--- config.mk ---
export PLATFORM = sky130hd
export DESIGN_NAME = cam_init_seq
export DESIGN_NICKNAME = d
export VERILOG_FILES = /design/src/rtl/cam_init_seq.sv
export SDC_FILE = /design/constraint.sdc
export NUM_CORES = 1
export LEC_CHECK = 0
export CORE_MARGIN = 4
export CORE_UTILIZATION = 45
export DETAILED_ROUTE_END_ITERATION = 10
export PLACE_DENSITY = 0.67
export SLEW_MARGIN = 10
export SYNTH_ARGS = -nofsm -noshare
export SYNTH_HDL_FRONTEND = slang
export SYNTH_SLANG_ARGS = --single-unit
--- constraint.sdc ---
create_clock -name clk_50m -period 3.2 [get_ports clk_50m]
set_input_delay 0.64 -clock clk_50m [delete_from_list [all_inputs] [get_ports clk_50m]]
set_output_delay 0.64 -clock clk_50m [all_outputs]
set_load 0.01 [all_outputs]
--- src/rtl/cam_init_seq.sv ---
// cam_init_seq: camera power-up sequencer (reset hold, wake wait, register table replay with delays).
// Define CAM_INIT_SEQ_RETRY_EN to re-issue a nacked write up to 3 times before failing.
module cam_init_seq #(
  parameter int unsigned RST_HOLD_CYC = 50000,
  parameter int unsigned WAKE_CYC     = 1000000,
  parameter int unsigned MS_CYC       = 50000,
  parameter int unsigned TBL_AW       = 8
) (
  input  logic              clk_50m,
  input  logic              rst,
  input  logic              start,
  output logic              busy,
  output logic              done,
  output logic              err,
  output logic [TBL_AW-1:0] err_idx,
  output logic              cam_rst,
  output logic [TBL_AW-1:0] tbl_addr,
  input  logic [23:0]       tbl_data,
  output logic              wr_valid,
  input  logic              wr_ready,
  output logic [15:0]       wr_addr,
  output logic [7:0]        wr_data,
  input  logic              wr_done,
  input  logic              wr_nack
);
  localparam int unsigned DLY_MAX = 255 * MS_CYC;
  localparam int unsigned HW_MAX  = RST_HOLD_CYC > WAKE_CYC ? RST_HOLD_CYC : WAKE_CYC;
  localparam int unsigned CNT_MAX = HW_MAX > DLY_MAX ? HW_MAX : DLY_MAX;
  localparam int CW = $clog2(CNT_MAX + 1);

  typedef enum logic [3:0] {
    IDLE, RST_HOLD, WAKE, FETCH, DECODE, ISSUE, WAIT_DONE, DELAY, DONE, ERROR
  } state_t;

  state_t        state;
  logic [CW-1:0] cnt;
  logic          can_retry;
  logic          last;

  assign last = &tbl_addr;

`ifdef CAM_INIT_SEQ_RETRY_EN
  logic [1:0] rty;
  // counts re-issues of the current entry; cleared whenever a new entry is fetched
  always_ff @(posedge clk_50m or posedge rst)
    if (rst) rty <= '0;
    else if (state != ISSUE && state != WAIT_DONE) rty <= '0;
    else if (state == WAIT_DONE && wr_done && wr_nack && rty != 2'd3) rty <= rty + 2'd1;
  assign can_retry = rty != 2'd3;
`else
  assign can_retry = 1'b0;
`endif

  always_ff @(posedge clk_50m or posedge rst)
    if (rst) begin
      state    <= IDLE;
      cnt      <= '0;
      cam_rst  <= 1'b1;
      busy     <= 1'b0;
      done     <= 1'b0;
      err      <= 1'b0;
      err_idx  <= '0;
      tbl_addr <= '0;
      wr_valid <= 1'b0;
      wr_addr  <= '0;
      wr_data  <= '0;
    end else if (start && (state == IDLE || state == DONE || state == ERROR)) begin
      state    <= RST_HOLD;
      cnt      <= '0;
      cam_rst  <= 1'b1;
      busy     <= 1'b1;
      done     <= 1'b0;
      err      <= 1'b0;
      err_idx  <= '0;
      tbl_addr <= '0;
    end else
      case (state)
        RST_HOLD:
          if (cnt == CW'(RST_HOLD_CYC - 1)) begin
            cam_rst <= 1'b0;
            cnt     <= '0;
            state   <= WAKE;
          end else cnt <= cnt + CW'(1);
        WAKE:
          if (cnt == CW'(WAKE_CYC - 1)) begin
            cnt   <= '0;
            state <= FETCH;
          end else cnt <= cnt + CW'(1);
        FETCH: state <= DECODE;
        DECODE:
          if (tbl_data[23:8] == 16'hFFFF) begin
            state <= DONE;
            busy  <= 1'b0;
            done  <= 1'b1;
          end else if (tbl_data[23:8] == 16'hFFFE) begin
            // counts down; a zero-length delay still spends one cycle in DELAY
            cnt   <= CW'(tbl_data[7:0] * MS_CYC);
            state <= DELAY;
          end else begin
            wr_addr  <= tbl_data[23:8];
            wr_data  <= tbl_data[7:0];
            wr_valid <= 1'b1;
            state    <= ISSUE;
          end
        ISSUE:
          if (wr_ready) begin
            wr_valid <= 1'b0;
            state    <= WAIT_DONE;
          end
        WAIT_DONE:
          if (wr_done) begin
            if (wr_nack && can_retry) begin
              wr_valid <= 1'b1;
              state    <= ISSUE;
            end else if (wr_nack || last) begin
              state   <= ERROR;
              busy    <= 1'b0;
              err     <= 1'b1;
              err_idx <= tbl_addr;
            end else begin
              tbl_addr <= tbl_addr + TBL_AW'(1);
              state    <= FETCH;
            end
          end
        DELAY:
          if (cnt <= CW'(1)) begin
            cnt <= '0;
            if (last) begin
              state   <= ERROR;
              busy    <= 1'b0;
              err     <= 1'b1;
              err_idx <= tbl_addr;
            end else begin
              tbl_addr <= tbl_addr + TBL_AW'(1);
              state    <= FETCH;
            end
          end else cnt <= cnt - CW'(1);
        default: ;
      endcase
endmodule
After elaboration in Yosys (flattened, before gate mapping) --
Cells that the tools add are included.
Word-level totals: flip-flop bits (word level) 73, input port bits 30, output and inout port bits 45, word-level logic and storage cells 124
Cells by class: add/sub/neg operators 3, multipliers 1, $lt $le $gt $ge 1, eq/ne operators 28, mux-type cells 53, bitwise logic cells 3, reductions and logical operators 24
Operator list (number):
- 24-bit two-way mux | 6
- 24-bit case mux with 4 select lines | 1
- 8-bit two-way mux | 10
- 4-bit two-way mux | 9
- 3-bit inequality test (second input constant) | 12
- 16-bit equality test (second input constant) | 2
- 8-bit case mux with 2 select lines | 2
- 4-bit case mux with 7 select lines | 1
- 24-bit by 1-bit adder with 24-bit output (second input constant) | 1
- 24-bit by 16-bit equality test with 1-bit output (second input constant) | 1
- 24-bit by 20-bit equality test with 1-bit output (second input constant) | 1
- 24-bit by 1-bit <= comparator with 1-bit output (second input constant) | 1
- 24-bit by 1-bit subtractor with 24-bit output (second input constant) | 1
- 8-bit by 12-bit multiplier with 20-bit output (second input constant) | 1
- 1-bit two-way mux | 20
- 4-bit by 3-bit equality test with 1-bit output (second input constant) | 4
- 5-bit AND reduction | 3
- 6-bit AND reduction | 2
- 2-bit nonzero test | 5
- 8-bit by 1-bit adder with 8-bit output (second input constant) | 1
- 4-bit by 2-bit equality test with 1-bit output (second input constant) | 2
- 4-bit equality test (second input constant) | 2
- 8-bit AND reduction | 1
- 8-bit nonzero test | 1
- 15 further kinds | 23

Depth between registers and ports, before layout --
Gate-level depths: netlist of run 1.
depth in word-level cells 6, gate-level depth with buffers 15, depth with buffers taken out 14

Worst setup path before layout of run 1 --
OpenSTA, ideal clock, no wires.
path kind input to register, from input port tbl_data[2], to register cnt[22], setup time 0.131 ns, arrival 3.808 ns, required time 3.069 ns, slack -0.739 ns, stages 14, path buffers 0, cell sequence ha_1 ha_1 inv_1 fa_1 inv_1 fa_1 ha_1 a211oi_1 nor2_1 o31ai_1 nor3_1 mux2_2 o2111ai_1 nand3_1
Between the ends: word-level cells in the longest chain between the ends 5
RTL lines:
- start: declaration | RTL line 18 | input logic [23:0] tbl_data,
- 8-bit by 12-bit multiplier with 20-bit output | RTL line 97 | cnt <= CW'(tbl_data[7:0] * MS_CYC);
- 24-bit two-way mux | RTL line 95 | end else if (tbl_data[23:8] == 16'hFFFE) begin
- 24-bit two-way mux | RTL line 91 | if (tbl_data[23:8] == 16'hFFFF) begin
- 24-bit case mux with 4 select lines | RTL line 77 | case (state)
- 24-bit two-way mux | RTL line 67 | end else if (start && (state == IDLE || state == DONE || state == ERROR)) begin
- end signal: assignment | RTL line 83 | end else cnt <= cnt + CW'(1);
- end signal: assignment | RTL line 88 | end else cnt <= cnt + CW'(1);
- end signal: assignment | RTL line 97
- end: declaration | RTL line 36 | logic [CW-1:0] cnt;
Every way passes these cells. The select of a mux whose other input is x is not followed. A chain may end at the register's enable or synchronous reset.

Worst setup path in the final report of run 1 --
Same ends and word-level chain as after synthesis.

==> results of run 1 <==
stage by stage:
step / worst slack, ns / power [W] / std cells / instance area, µm² / hold WS [ns]
global placement: -1.19 / 0.00616 / 982 / 7630 / 0.475
detailed placement: -1.25 / 0.00624 / 982 / 7630 / 0.472
global route: -0.483 / 0.00815 / 1004 / 8200 / 0.509
CTS: -0.418 / 0.00751 / 1005 / 8160 / 0.485
floorplan: -0.456 / 0.00441 / 681 / 6160 / 0.476
finish: -0.377 / 0.00761 / 1004 / 8200 / 0.477
cells in the final DEF, fill, tap and decap left out, drive strengths merged, types with 21 or more instances in the layout:
cell / instances
nand3: 39
nor3: 21
inv: 30
a21oi: 35
dfrtp: 72
clkdlybuf4s50: 66
buf: 97
o21ai: 65
ha: 57
nor2: 54
mux2: 25
nand2: 49
final cells by class:
cell class / count / area, µm² / share of cell area, %
clock buffers: 9 / 225 / 2.75
inverters: 26 / 97.6 / 1.19
repair buffers: 168 / 1480 / 18.1
well taps: 176 / 220 / 2.68
multi-input cells: 545 / 4260 / 52.0
clock inverters: 7 / 86.3 / 1.05
flip-flops and latches: 73 / 1830 / 22.3
sequential cells by signal, indices dropped and copies added (netlist names):
name	flops
cnt	24
wr_data	8
state	4
busy	1
err	1
err_idx	8
cam_rst	1
tbl_addr	8
wr_valid	1
wr_addr	16
done	1
what timing repair did:
| item | in CTS | in global routing |
|---|---|---|
| pin swaps | 33 | 21 |
| endpoints found under the setup margin | 14 | 13 |
| setup buffers | 7 | 0 |
| gates resized for setup | 59 | 13 |
kinds of logic (layout without fill, tap and decap cells):
logic type | after synthesis | after routing | share of synthesized area [%]
and+or+nand+nor | 233 | 233 | 19.9
AOI/OAI and AO/OA | 189 | 189 | 20.8
DFF | 73 | 73 | 30.2
adders and majority gates | 69 | 69 | 15.8
buffers and inverters | 63 | 210 | 4.35
muxes | 28 | 28 | 5.16
xor gates and xnor gates | 26 | 26 | 3.77
worst max-delay path: cells and delay by family:
| family | cells | cell delay [ns] |
|---|---|---|
| fa+ha+maj | 5 | 1.75 |
| compound gates | 3 | 0.52 |
| buf+inv | 4 | 0.36 |
| mux | 1 | 0.31 |
| simple gates | 3 | 0.22 |
power by group through the flow:
| stage | sequential [W] | clock [W] | combinational [W] |
|---|---|---|---|
| after global placement | 0.00164 | 0 | 0.00452 |
| after global routing | 0.00171 | 0.00113 | 0.00531 |
| after floorplan | 0.00159 | 0 | 0.00281 |
| after detailed placement | 0.00165 | 0 | 0.00459 |
| after CTS | 0.00164 | 0.00109 | 0.00478 |
| final | 0.00165 | 0.00108 | 0.00489 |
metal layers:
layer	share of wire, %	track usage (%)	routed length [µm]	up-vias
met1	44	33.7	8060	2862
met5	0	0	0	-
met2	45	39.0	8360	255
met4	3.9	11.9	729	0
li1	-	-	-	2821
met3	7.4	5.86	1370	51
worst min path at each step:
stage | to | slack [ns] | depth (start not counted)
2_1_floorplan | cam_rst | 0.48 | 2
3_3_place_gp | cam_rst | 0.47 | 2
3_5_place_dp | cam_rst | 0.47 | 2
5_1_grt | cam_rst | 0.51 | 2
4_1_cts | cam_rst | 0.48 | 2
6_report | cam_rst | 0.48 | 2
==> summary by stage, run 1 <==
Routing
For this block, the initial DRC count from the detailed router was 720. The detail route stage leaves a number of antenna-violating nets equal to 0. The wire length per cell after detailed routing is 18.4 µm. The first-pass iteration count of the detailed router is 5. For this block, the routed nets add up to 18500 µm of wire. The via density per instance is slightly below 6.

The number of vias in the routed layout is roughly 6.0k. The DRC violations left is 0.

Worst setup path
The terminus of the critical flop-to-flop path is state[2]. The worst-case reg-to-reg path depth is 7. By instance count, the cell type seen most on the critical path is sky130_fd_sc_hd__ha_4. The termination of the worst setup path is cnt[22]. The worst register-to-register path begins at cnt[13]. In this run the worst path has a maximum fanout of 3. The type of the worst setup path is in -> reg. At the worst endpoint, the required time is 3.43 ns. The signal on the critical path passes through buf_8 > ha_4 > ha_4 > inv_2 > fa_1 > inv_1 > fa_1 > ha_4 > a211oi_2 > nor2_1 > o31ai_2 > buf_4 > nor3_4 > mux2_4 > o2111ai_2 > nand3_1. The biggest cell delay along the critical path is about 0.53 ns. The worst-path cell with the longest stage delay is sky130_fd_sc_hd__fa_1. The worst setup path is captured at a flip-flop. The nature of the critical path startpoint is an input pin.

Data on the critical path arrives at its endpoint at roughly 3.8 ns. Across all register-to-register paths, the minimum setup slack is 0.29 ns. Tracing the worst setup path back leads to its startpoint at tbl_data[2].

Floorplan
The placeable core region is 0.0132 mm². Once the floorplan was initialized, standard cells occupied a little under half of the core. The number of cell rows is 42. In this run the vertical extent of the chip is roughly 120 µm. The I/O pin count is 75. The overall die area is between 0.015 and 0.02 mm².

From left edge to right edge, the die measures approximately 120 µm.

Synthesis
Averaged over all synthesized cells, the footprint is a little under 9 µm². After synthesis, the share of flip-flops with an asynchronous set or reset is between 90% and 100%. The count of warnings emitted by yosys is 0. In the post-synthesis netlist, the biggest area contributors are sky130_fd_sc_hd__dfrtp_1 (30%), sky130_fd_sc_hd__ha_1 (12%), sky130_fd_sc_hd__o21ai_0 (5.1%). The count of flip-flops with a built-in enable after synthesis is 0. Counting every net in the synthesized netlist gives slightly below 800. The most instantiated library cell after synthesis is sky130_fd_sc_hd__dfrtp_1. The main flop type after synthesis is sky130_fd_sc_hd__dfrtp_1.

The cell area after synthesis is approximately 0.006 mm². Of the post-synthesis cell area, the dominant cell type holds around 30%. Synthesis produced a netlist whose cell count is slightly below 700.

The synthesized design contains 73 register bits. The commonest cells after synthesis are sky130_fd_sc_hd__dfrtp_1 (72), sky130_fd_sc_hd__o21ai_0 (62), sky130_fd_sc_hd__ha_1 (57), sky130_fd_sc_hd__nor2_1 (54), sky130_fd_sc_hd__nand2_1 (49). Yosys mapped the design onto between 70 and 80 distinct sky130hd cell types. The sequential-to-total area share from yosys stat is between 30 and 40%.

The library cell with the largest summed area after synthesis is sky130_fd_sc_hd__dfrtp_1.

Clocking
After clock tree synthesis, the clock-pin slew on the worst setup and hold paths is 0.07 ns. The clock sink count is 73. The maximum buffer depth of the clock tree is 2. The number of clock buffers inserted by TritonCTS is 9. After clock tree synthesis, the flow added hold-fix buffers numbering 0. The tree is rooted in a sky130_fd_sc_hd__clkbuf_16. The clock insertion delay at the later pin of the skew report is roughly 0.35 ns.

The maximum level of the CTS H-tree is 3. TritonCTS built the clock tree.

Cells and area
Once layout is complete, the utilization of the core stands at a little over 60%. For this run, the post-layout net count is 922. The repair_antennas step left the layout with diodes totalling 0.

The area growth from synthesis to layout is 35.7%. Cells with a size suffix above 1 make up roughly a quarter of the layout. The number of fill cells in the layout is ~1.2k.

Job
The tool flagged a number of max-cap violations equal to 0.

Global routing
The overall track demand over capacity in global routing is around a quarter. The first global-routing pass estimated 30400 µm of wire. The via count of the first global-routing pass is approximately 6.0k. The initial antenna violation count was 0.

Entering global routing, the biggest net connects between 70 and 80 pins. The residual overflow from global routing is 0.

Power
For this design the total switching power over the nets is between 0.003 and 0.004 W. The worst-case vdd ir drop is around 0.46 mV. The internal power of the cells totals roughly 0.0041 W. The clock network is responsible for about 14% of the overall power.

For this design the ratio of total power to cell area is just over 900 mW/mm². The share of total power consumed by net switching is a little under half. The static leakage power is approximately 3.5 nW. The sequential share of power is roughly 22%. Combinational cells account for between 60% and 70% of the total power.

STA
Setup repair after global routing could not meet its margin everywhere. Summed over all failing endpoints, the final setup total negative slack is -3.12 ns. The slack of the critical path is -0.377 ns.

The final number of hold-violating endpoints is 0. The worst path uses 112% of the clock period. Headroom to the max-slew limit came out at 22.2%. For the finished layout, the period the worst path requires is 3.58 ns. At the pin with the least slew margin, the transition time is ~1.2 ns. The final-report max-slew violation count is 0. The maximum achievable frequency is 280 MHz. The clock arrives with between 0.01 and 0.015 ns of skew.

The count of final setup violators is 13.

Placement
The half-perimeter wire length after placement is 13700 µm. The congestion estimate from routability-driven global placement came to 0.942. The count of buffers from port buffering is 74.

Min path
The min-delay analysis places its worst path in the category reg -> reg. The worst hold path begins at cam_rst.

Outcome
The flow ran to the end, but the final reports show violations. The checks that failed: negative setup slack.
Note: power is estimated with default switching activity, not from simulation.
==> run 2, diff against run 1 <==
- CORE_UTILIZATION: 45 -> 57
- PLACE_DENSITY: 0.67 -> 0.82
- SKIP_CTS_REPAIR_TIMING: not set -> 1
==> run 2 against run 1 <==
Effect of this change: the run still ends with negative setup slack left; first-iteration DRC count rose by 14%; clock skew rose by 0.0063 ns; critical endpoint is now cnt[19]; global-route usage rose by 7.8 points; die area fell by 20%; via count rose by 9.2%; clock power fell by 25%; wire length rose by 25%; design area rose by 0.53%.
==> summary by stage, run 2 (synthesis gave the netlist of run 1 again) <==
Power
The part of the total power dissipated in the clock network is 10.4% (-3.7 points). The sequential share of power came to 21.6% (about the same). The reported net switching power is 0.00383 W (+9.9%). The share of total power consumed by net switching is 48.6% (+2.9 points). The total design power is 0.00787 W (+3.4%).

The total power divided by cell area is 954 mW/mm² (+2.8%). The static leakage power was 3.58 nW (+2.4%). The internal power is 0.00405 W (-2.1%). The proportion of power drawn by combinational gates was 68.0% (+3.8 points). The worst-case vdd ir drop was 0.566 mV (+24%).

Routing
The via density per instance was 6.69 (+12%). The DRC marker count from the first detailed-route iteration is 821 (+14%). The number of vias in the routed layout came to 6538 (+9.2%). The routed wire length was 23200 µm (+25%). The remaining number of nets flagged by the antenna check after routing is 0 (unchanged). The DRC violations left is 0 (unchanged). The wire length per cell after detailed routing is 23.7 µm (+29%). The first-pass iteration count of the detailed router is 9 (+4).

Worst setup path
The worst register-to-register path ends at cnt[5]. The flop-to-flop setup slack was 0.32 ns (+0.03 ns). The largest fanout on the critical path is 3 (unchanged). The type of the worst setup path is in -> reg.

The worst-case reg-to-reg path depth was 7 (unchanged). The termination of the worst setup path is cnt[19]. The required time at the endpoint of the critical path came to 3.45 ns (+0.02 ns). STA classifies the critical path endpoint as a flip-flop.

Tracing the worst setup path back leads to its startpoint at tbl_data[2]. The endpoint arrival time on the critical path is 3.97 ns (+0.16 ns). STA classifies the critical path startpoint as an input pin. The worst flop-to-flop path startpoint is state[2].

Cells and area
The number of diodes is 0 (unchanged). Leaving out fill and tap cells, the most frequent cell in the layout is sky130_fd_sc_hd__buf_4. The share of final-layout standard cells stronger than drive strength 1 is 26.0% (+1.8 points). In the layout the commonest cells are sky130_fd_sc_hd__buf_4 (102), sky130_fd_sc_hd__dfrtp_1 (72), sky130_fd_sc_hd__clkdlybuf4s50_1 (66). In the final layout, the registers with the most flip-flops are cnt x24, wr_addr x16.

The end-of-flow core utilization came to 79.9% (+18 points). The final net count is 935 (+1.4%). The number of flip-flops under the largest register name is 24 (unchanged).

Compared with the post-synthesis result, the final layout area differs by 36.5%. The largest register by flop count is cnt.

Global routing
The overall track demand over capacity in global routing was 33.1% (+7.8 points). The initial antenna violation count is 0 (unchanged). The wire length of the first global-routing pass came to 33400 µm (+9.9%). The via count of the first global-routing pass is 6555 (+8.7%).

The residual overflow from global routing is 0 (unchanged). The maximum number of pins on one net before global-route repair is 41 (-45%).

STA
The final number of hold-violating endpoints is 0 (unchanged). The count of final setup violators is 12 (-1). The final-report max-slew violation count is 0 (unchanged). The shortest period the worst path allows is 3.72 ns (+0.142 ns). The measured slew at the worst slew-check pin is 1.17 ns (+0.00422 ns).

The worst clock skew on the final layout is 0.0175 ns (+0.00625 ns). Setup repair after global routing could not meet its margin everywhere. The part of the cycle the worst path needs was 116% (+4.4 points). The maximum achievable frequency was 269 MHz (-3.8%). The slack of the critical path came to -0.519 ns (-0.142 ns). The worst-case headroom to the max-slew limit is 21.9% (-0.28 points). The final hold slack was 0.483 ns (+0.00675 ns).

Placement
The count of buffers from port buffering is 74 (unchanged). The routability congestion estimate from global placement came to 1.03 (+9.2%). The half-perimeter wire length after placement is 15100 µm (+9.9%).

Clocking
The register clock-pin slew on the reported worst setup and hold paths is 0.10 ns (+0.03 ns). The clock insertion delay at the later pin of the skew report is 0.39 ns (+0.04 ns). The number of clock buffers inserted by TritonCTS is 9 (unchanged). The master cell of the clock root buffer is sky130_fd_sc_hd__clkbuf_8.

The maximum level of the CTS H-tree came to 3 (unchanged). The CTS tree is done. The maximum buffer depth of the clock tree came to 2 (unchanged).

The clock sink count came to 73 (unchanged).

Floorplan
The vertical die dimension is 111 µm (-10%). The overall die area is 0.0123 mm² (-20%). The number of cell rows is 37 (-12%). The I/O pin count was 75 (unchanged). The initial cell density of the core is 58.5% (+13 points).

The die span in x was 111 µm (-10%). The placeable core region was 0.0103 mm² (-22%).

Outcome
The checks that failed: negative setup slack. The flow ran to the end, but the final reports show violations.

Min path
The worst min-delay path category is reg -> reg.

Job
The number of max-cap violations was 0 (unchanged).
==> run 2: cell types whose count changed in the layout (fill, tap and decap cells not counted), moves of 2 or more <==
cell | before | now
sky130_fd_sc_hd__clkbuf_16 | 9 | 0
sky130_fd_sc_hd__dlygate4sd2_1 | 2 | 0
sky130_fd_sc_hd__o21ai_0 | 49 | 47
sky130_fd_sc_hd__clkbuf_8 | 0 | 9
sky130_fd_sc_hd__xnor2_1 | 13 | 11
sky130_fd_sc_hd__dlymetal6s2s_1 | 0 | 6
sky130_fd_sc_hd__xnor2_2 | 1 | 3
sky130_fd_sc_hd__buf_4 | 88 | 102
==> run 2: worst min-delay path by stage <==
stage             from       to  slack [ns]  depth (start not counted)
6_report       cam_rst  cam_rst        0.48                          2
2_1_floorplan  cam_rst  cam_rst        0.48                          2
5_1_grt        cam_rst  cam_rst        0.52                          2
4_1_cts        cam_rst  cam_rst        0.49                          2
3_5_place_dp   cam_rst  cam_rst        0.47                          2
3_3_place_gp   cam_rst  cam_rst        0.47                          2
==> run 2: layout make-up <==
class	instances	area, µm²
flip-flops and latches	73	1830
fillers	578	2080
clock inverters	7	83.8
repair buffers	181	1590
inverters	26	97.6
clock buffers	9	124
well taps	136	170
multi-input cells	545	4350
==> run 2: critical path: stages <==
cell	delay (ns)
sky130_fd_sc_hd__buf_8	0.10
sky130_fd_sc_hd__ha_4	0.24
sky130_fd_sc_hd__ha_4	0.26
sky130_fd_sc_hd__inv_2	0.03
sky130_fd_sc_hd__fa_1	0.50
sky130_fd_sc_hd__inv_2	0.06
sky130_fd_sc_hd__fa_1	0.57
sky130_fd_sc_hd__ha_4	0.23
sky130_fd_sc_hd__buf_4	0.13
sky130_fd_sc_hd__buf_6	0.11
sky130_fd_sc_hd__o21ai_4	0.16
sky130_fd_sc_hd__o21ai_4	0.10
sky130_fd_sc_hd__a21o_1	0.20
sky130_fd_sc_hd__a21oi_4	0.18
sky130_fd_sc_hd__buf_4	0.14
sky130_fd_sc_hd__o21ai_2	0.05
sky130_fd_sc_hd__xnor2_1	0.16
sky130_fd_sc_hd__o21ai_1	0.10
==> run 2: power by group through the flow <==
stage | combinational, W | sequential (W) | clock, W
global route | 0.00568 | 0.00175 | 0.000851
global placement | 0.00456 | 0.00166 | 0
finish | 0.00535 | 0.00170 | 0.000815
CTS | 0.00475 | 0.00167 | 0.000797
floorplan | 0.00281 | 0.00159 | 0
detailed placement | 0.00470 | 0.00168 | 0
==> run 2: per-stage QoR <==
| step | instances | cell area (µm²) | setup WS, ns | TNS [ns] |
|---|---|---|---|---|
| 2_1_floorplan | 681 | 6160 | -0.456 | -3.33 |
| 3_3_place_gp | 949 | 7620 | -1.16 | -13.37 |
| 3_5_place_dp | 949 | 7620 | -1.33 | -15.54 |
| 4_1_cts | 965 | 7830 | -0.962 | -9.89 |
| 5_1_grt | 977 | 8250 | -0.622 | -6.04 |
| 6_report | 977 | 8250 | -0.519 | -4.68 |
==> run 2: metal layers <==
metal  vias to the layer above  global-route usage [%]  wire (µm)
met4                         0                    17.5       1500
li1                       2840                       -          -
met2                       473                    56.6      11400
met5                         -                       0          0
met3                       142                    7.86       2070
met1                      3083                    38.3       8260
==> run 3, diff against run 2 <==
- HOLD_SLACK_MARGIN: not set -> 0.02
- RECOVER_POWER: not set -> 25
==> run 3 against run 2 <==
Effect of this change: the flow still finishes with violations (negative setup slack); count of clock-buffer cells in the layout unchanged; design area is 0.18% lower; global-route usage stayed put; register-to-register slack about the same; final cell count is the same; worst hold slack about the same; sequential share of layout area about the same; die area is the same; utilization is 0.15 points lower; first-iteration DRC count down 4.5%; wire length grew 0.21%; critical endpoint unchanged.
==> summary by stage, run 3 (synthesis gave the netlist of run 1 again) <==
Outcome
The flow ran to the end, but the final reports show violations. The final reports fail on negative setup slack.

Cells and area
The largest register by flop count is cnt. The number of flip-flops under the largest register name is 24 (unchanged). Compared with the post-synthesis result, the final layout area differs by 36.2%. The share of final-layout standard cells stronger than drive strength 1 was 25.9% (-0.12 points).

In the layout the commonest cells are sky130_fd_sc_hd__buf_4 (102), sky130_fd_sc_hd__dfrtp_1 (72), sky130_fd_sc_hd__clkdlybuf4s50_1 (65). In the final layout, the registers with the most flip-flops are cnt x24, wr_addr x16. The number of diodes is 0 (unchanged). The library cell used most frequently in the layout, excluding fill and tap cells, is sky130_fd_sc_hd__buf_4. The final net count came to 935 (unchanged).

Clocking
The CTS tree is done. The maximum buffer depth of the clock tree is 2 (unchanged). The clock insertion delay at the later pin of the skew report is 0.38 ns (about the same). The tree is rooted in a sky130_fd_sc_hd__clkbuf_8. The clock sink count was 73 (unchanged).

The register clock-pin slew on the reported worst setup and hold paths was 0.10 ns (about the same). The maximum level of the CTS H-tree is 3 (unchanged). The number of clock buffers inserted by TritonCTS is 9 (unchanged).

Job
The number of max-cap violations is 0 (unchanged).

Worst setup path
The type of the worst setup path is in -> reg. The worst-case reg-to-reg path depth is 7 (unchanged). The count of buffering cells on the critical path with inverters included is 6 (unchanged). The worst setup path is launched from an input pin. STA classifies the critical path endpoint as a flip-flop.

The largest fanout on the critical path came to 3 (unchanged). The number of cells on the critical path is 18 (unchanged). The required time at the endpoint of the critical path is 3.45 ns (about the same). The biggest cell delay along the critical path is 0.57 ns (about the same). Traced cell by cell, the critical path runs through buf_8 > ha_4 > ha_4 > inv_2 > fa_1 > inv_2 > fa_1 > ha_4 > buf_4 > buf_6 > o21ai_4 > o21ai_4 > a21o_1 > a21oi_4 > buf_4 > o21ai_2 > xnor2_1 > o21ai_1. The most prevalent standard cell on the critical path is sky130_fd_sc_hd__ha_4. For this design, the slowest cell found on the critical path is sky130_fd_sc_hd__fa_1. The endpoint arrival time on the critical path is 3.96 ns (about the same). The family with the most delay on the worst path is adder cells.

STA
The setup TNS after final layout was -4.63 ns (+0.0545 ns). The shortest period the worst path allows is 3.71 ns (-0.00858 ns). The worst clock skew on the final layout is 0.0173 ns (-0.000258 ns). The final-report max-slew violation count is 0 (unchanged). The worst-case headroom to the max-slew limit is 16.7% (-5.3 points).

The measured slew at the worst slew-check pin came to 1.25 ns (+0.0787 ns). Setup repair after global routing could not meet its margin everywhere. The count of final setup violators was 12 (unchanged). The maximum achievable frequency is 269 MHz (+0.23%). The final number of hold-violating endpoints is 0 (unchanged).

The part of the cycle the worst path needs is 116% (-0.27 points). The slack of the critical path came to -0.511 ns (+0.00858 ns).

Global routing
The overall track demand over capacity in global routing is 33.1% (unchanged). The wire length of the first global-routing pass is 33400 µm (unchanged). The maximum number of pins on one net before global-route repair is 41 (unchanged). The residual overflow from global routing is 0 (unchanged). The initial antenna violation count is 0 (unchanged).

The via count of the first global-routing pass came to 6555 (unchanged).

Floorplan
The I/O pin count is 75 (unchanged). The vertical die dimension is 111 µm (unchanged). The number of cell rows is 37 (unchanged).

The overall die area is 0.0123 mm² (unchanged). The initial cell density of the core is 58.5% (unchanged). The placeable core region came to 0.0103 mm² (unchanged). The die span in x is 111 µm (unchanged).

Min path
The worst min-delay path category is reg -> reg. The hold-critical path depth is 2 (unchanged).

Routing
The via density per instance is 6.79 (+1.5%). The number of vias in the routed layout was 6638 (+1.5%). The routed wire length is 23200 µm (+0.21%). The remaining number of nets flagged by the antenna check after routing is 0 (unchanged). The DRC violations left is 0 (unchanged). The first-pass iteration count of the detailed router came to 6 (-3). The wire length per cell after detailed routing is 23.8 µm (+0.21%). The DRC marker count from the first detailed-route iteration is 784 (-4.5%).

Placement
The worst setup timing slack at the placement stage came to -1.33 ns (unchanged). The routability congestion estimate from global placement is 1.03 (unchanged). The count of buffers from port buffering came to 74 (unchanged). The half-perimeter wire length after placement is 15100 µm (unchanged).

Power
The worst-case vdd ir drop is 0.567 mV (+0.16%). The static leakage power is 3.57 nW (-0.11%). The total power divided by cell area is 956 mW/mm² (+0.15%).
-- run 3: changes by cell type in the layout (fill, tap and decap cells not counted), sizes merged --
cell,before,now
clkdlybuf4s50,66,65
buf,109,108
clkbuf,9,10
dlygate4sd3,0,1
-- run 3: layout make-up --
| class | count | area [µm²] |
|---|---|---|
| clock buffer | 9 | 124 |
| inverter | 26 | 97.6 |
| timing repair buffer | 181 | 1580 |
| clock inverter | 7 | 83.8 |
| multi-input combinational | 545 | 4350 |
| sequential | 73 | 1830 |
| tap | 136 | 170 |
| fill | 580 | 2090 |
-- run 3: where the power goes --
| part | leakage [nW] | switching [W] | internal (W) | total [W] |
|---|---|---|---|---|
| clock | 0.103 | 0.000435 | 0.000375 | 0.000811 |
| sequential | 0.921 | 0.000424 | 0.00128 | 0.00171 |
| combinational | 2.55 | 0.00296 | 0.00239 | 0.00535 |
| total | 3.57 | 0.00382 | 0.00404 | 0.00787 |
-- run 3: metal layers --
metal  up-vias  global-route usage, %  share of wire, %
met1      3159                   38.3                36
met5         -                      0                 0
met3       148                   7.86               9.0
met2       488                   56.6                49
li1       2843                      -                 -
met4         0                   17.5               6.4
-- run 3: metrics by stage --
stage / utilization (%) / total power (W) / hold slack, ns / cells / cell area, µm²
finish: 79.7 / 0.00787 / 0.483 / 977 / 8230
global route: 79.7 / 0.00828 / 0.520 / 977 / 8230
CTS: 75.8 / 0.00722 / 0.489 / 965 / 7830
detailed placement: 73.8 / 0.00637 / 0.474 / 949 / 7620
global placement: 73.8 / 0.00622 / 0.469 / 949 / 7620
floorplan: - / 0.00441 / 0.476 / 681 / 6160
-- run 3: worst paths after layout --
kind	start	to	slack, ns
min reg2reg	cam_rst	cam_rst	0.48
min in group asynchronous	rst	err_idx[5]	1.04
min	cam_rst	cam_rst	0.48
max reg2reg	state[2]	cnt[5]	0.31
max	tbl_data[2]	cnt[19]	-0.51
max in group asynchronous	rst	cnt[15]	0.44
-- run 3: worst reg2reg max path, delay by kind of cell (launching register included) --
kind | cells | cell delay [ns]
compound gates | 4 | 0.99
flops | 1 | 0.51
simple gates | 3 | 1.27
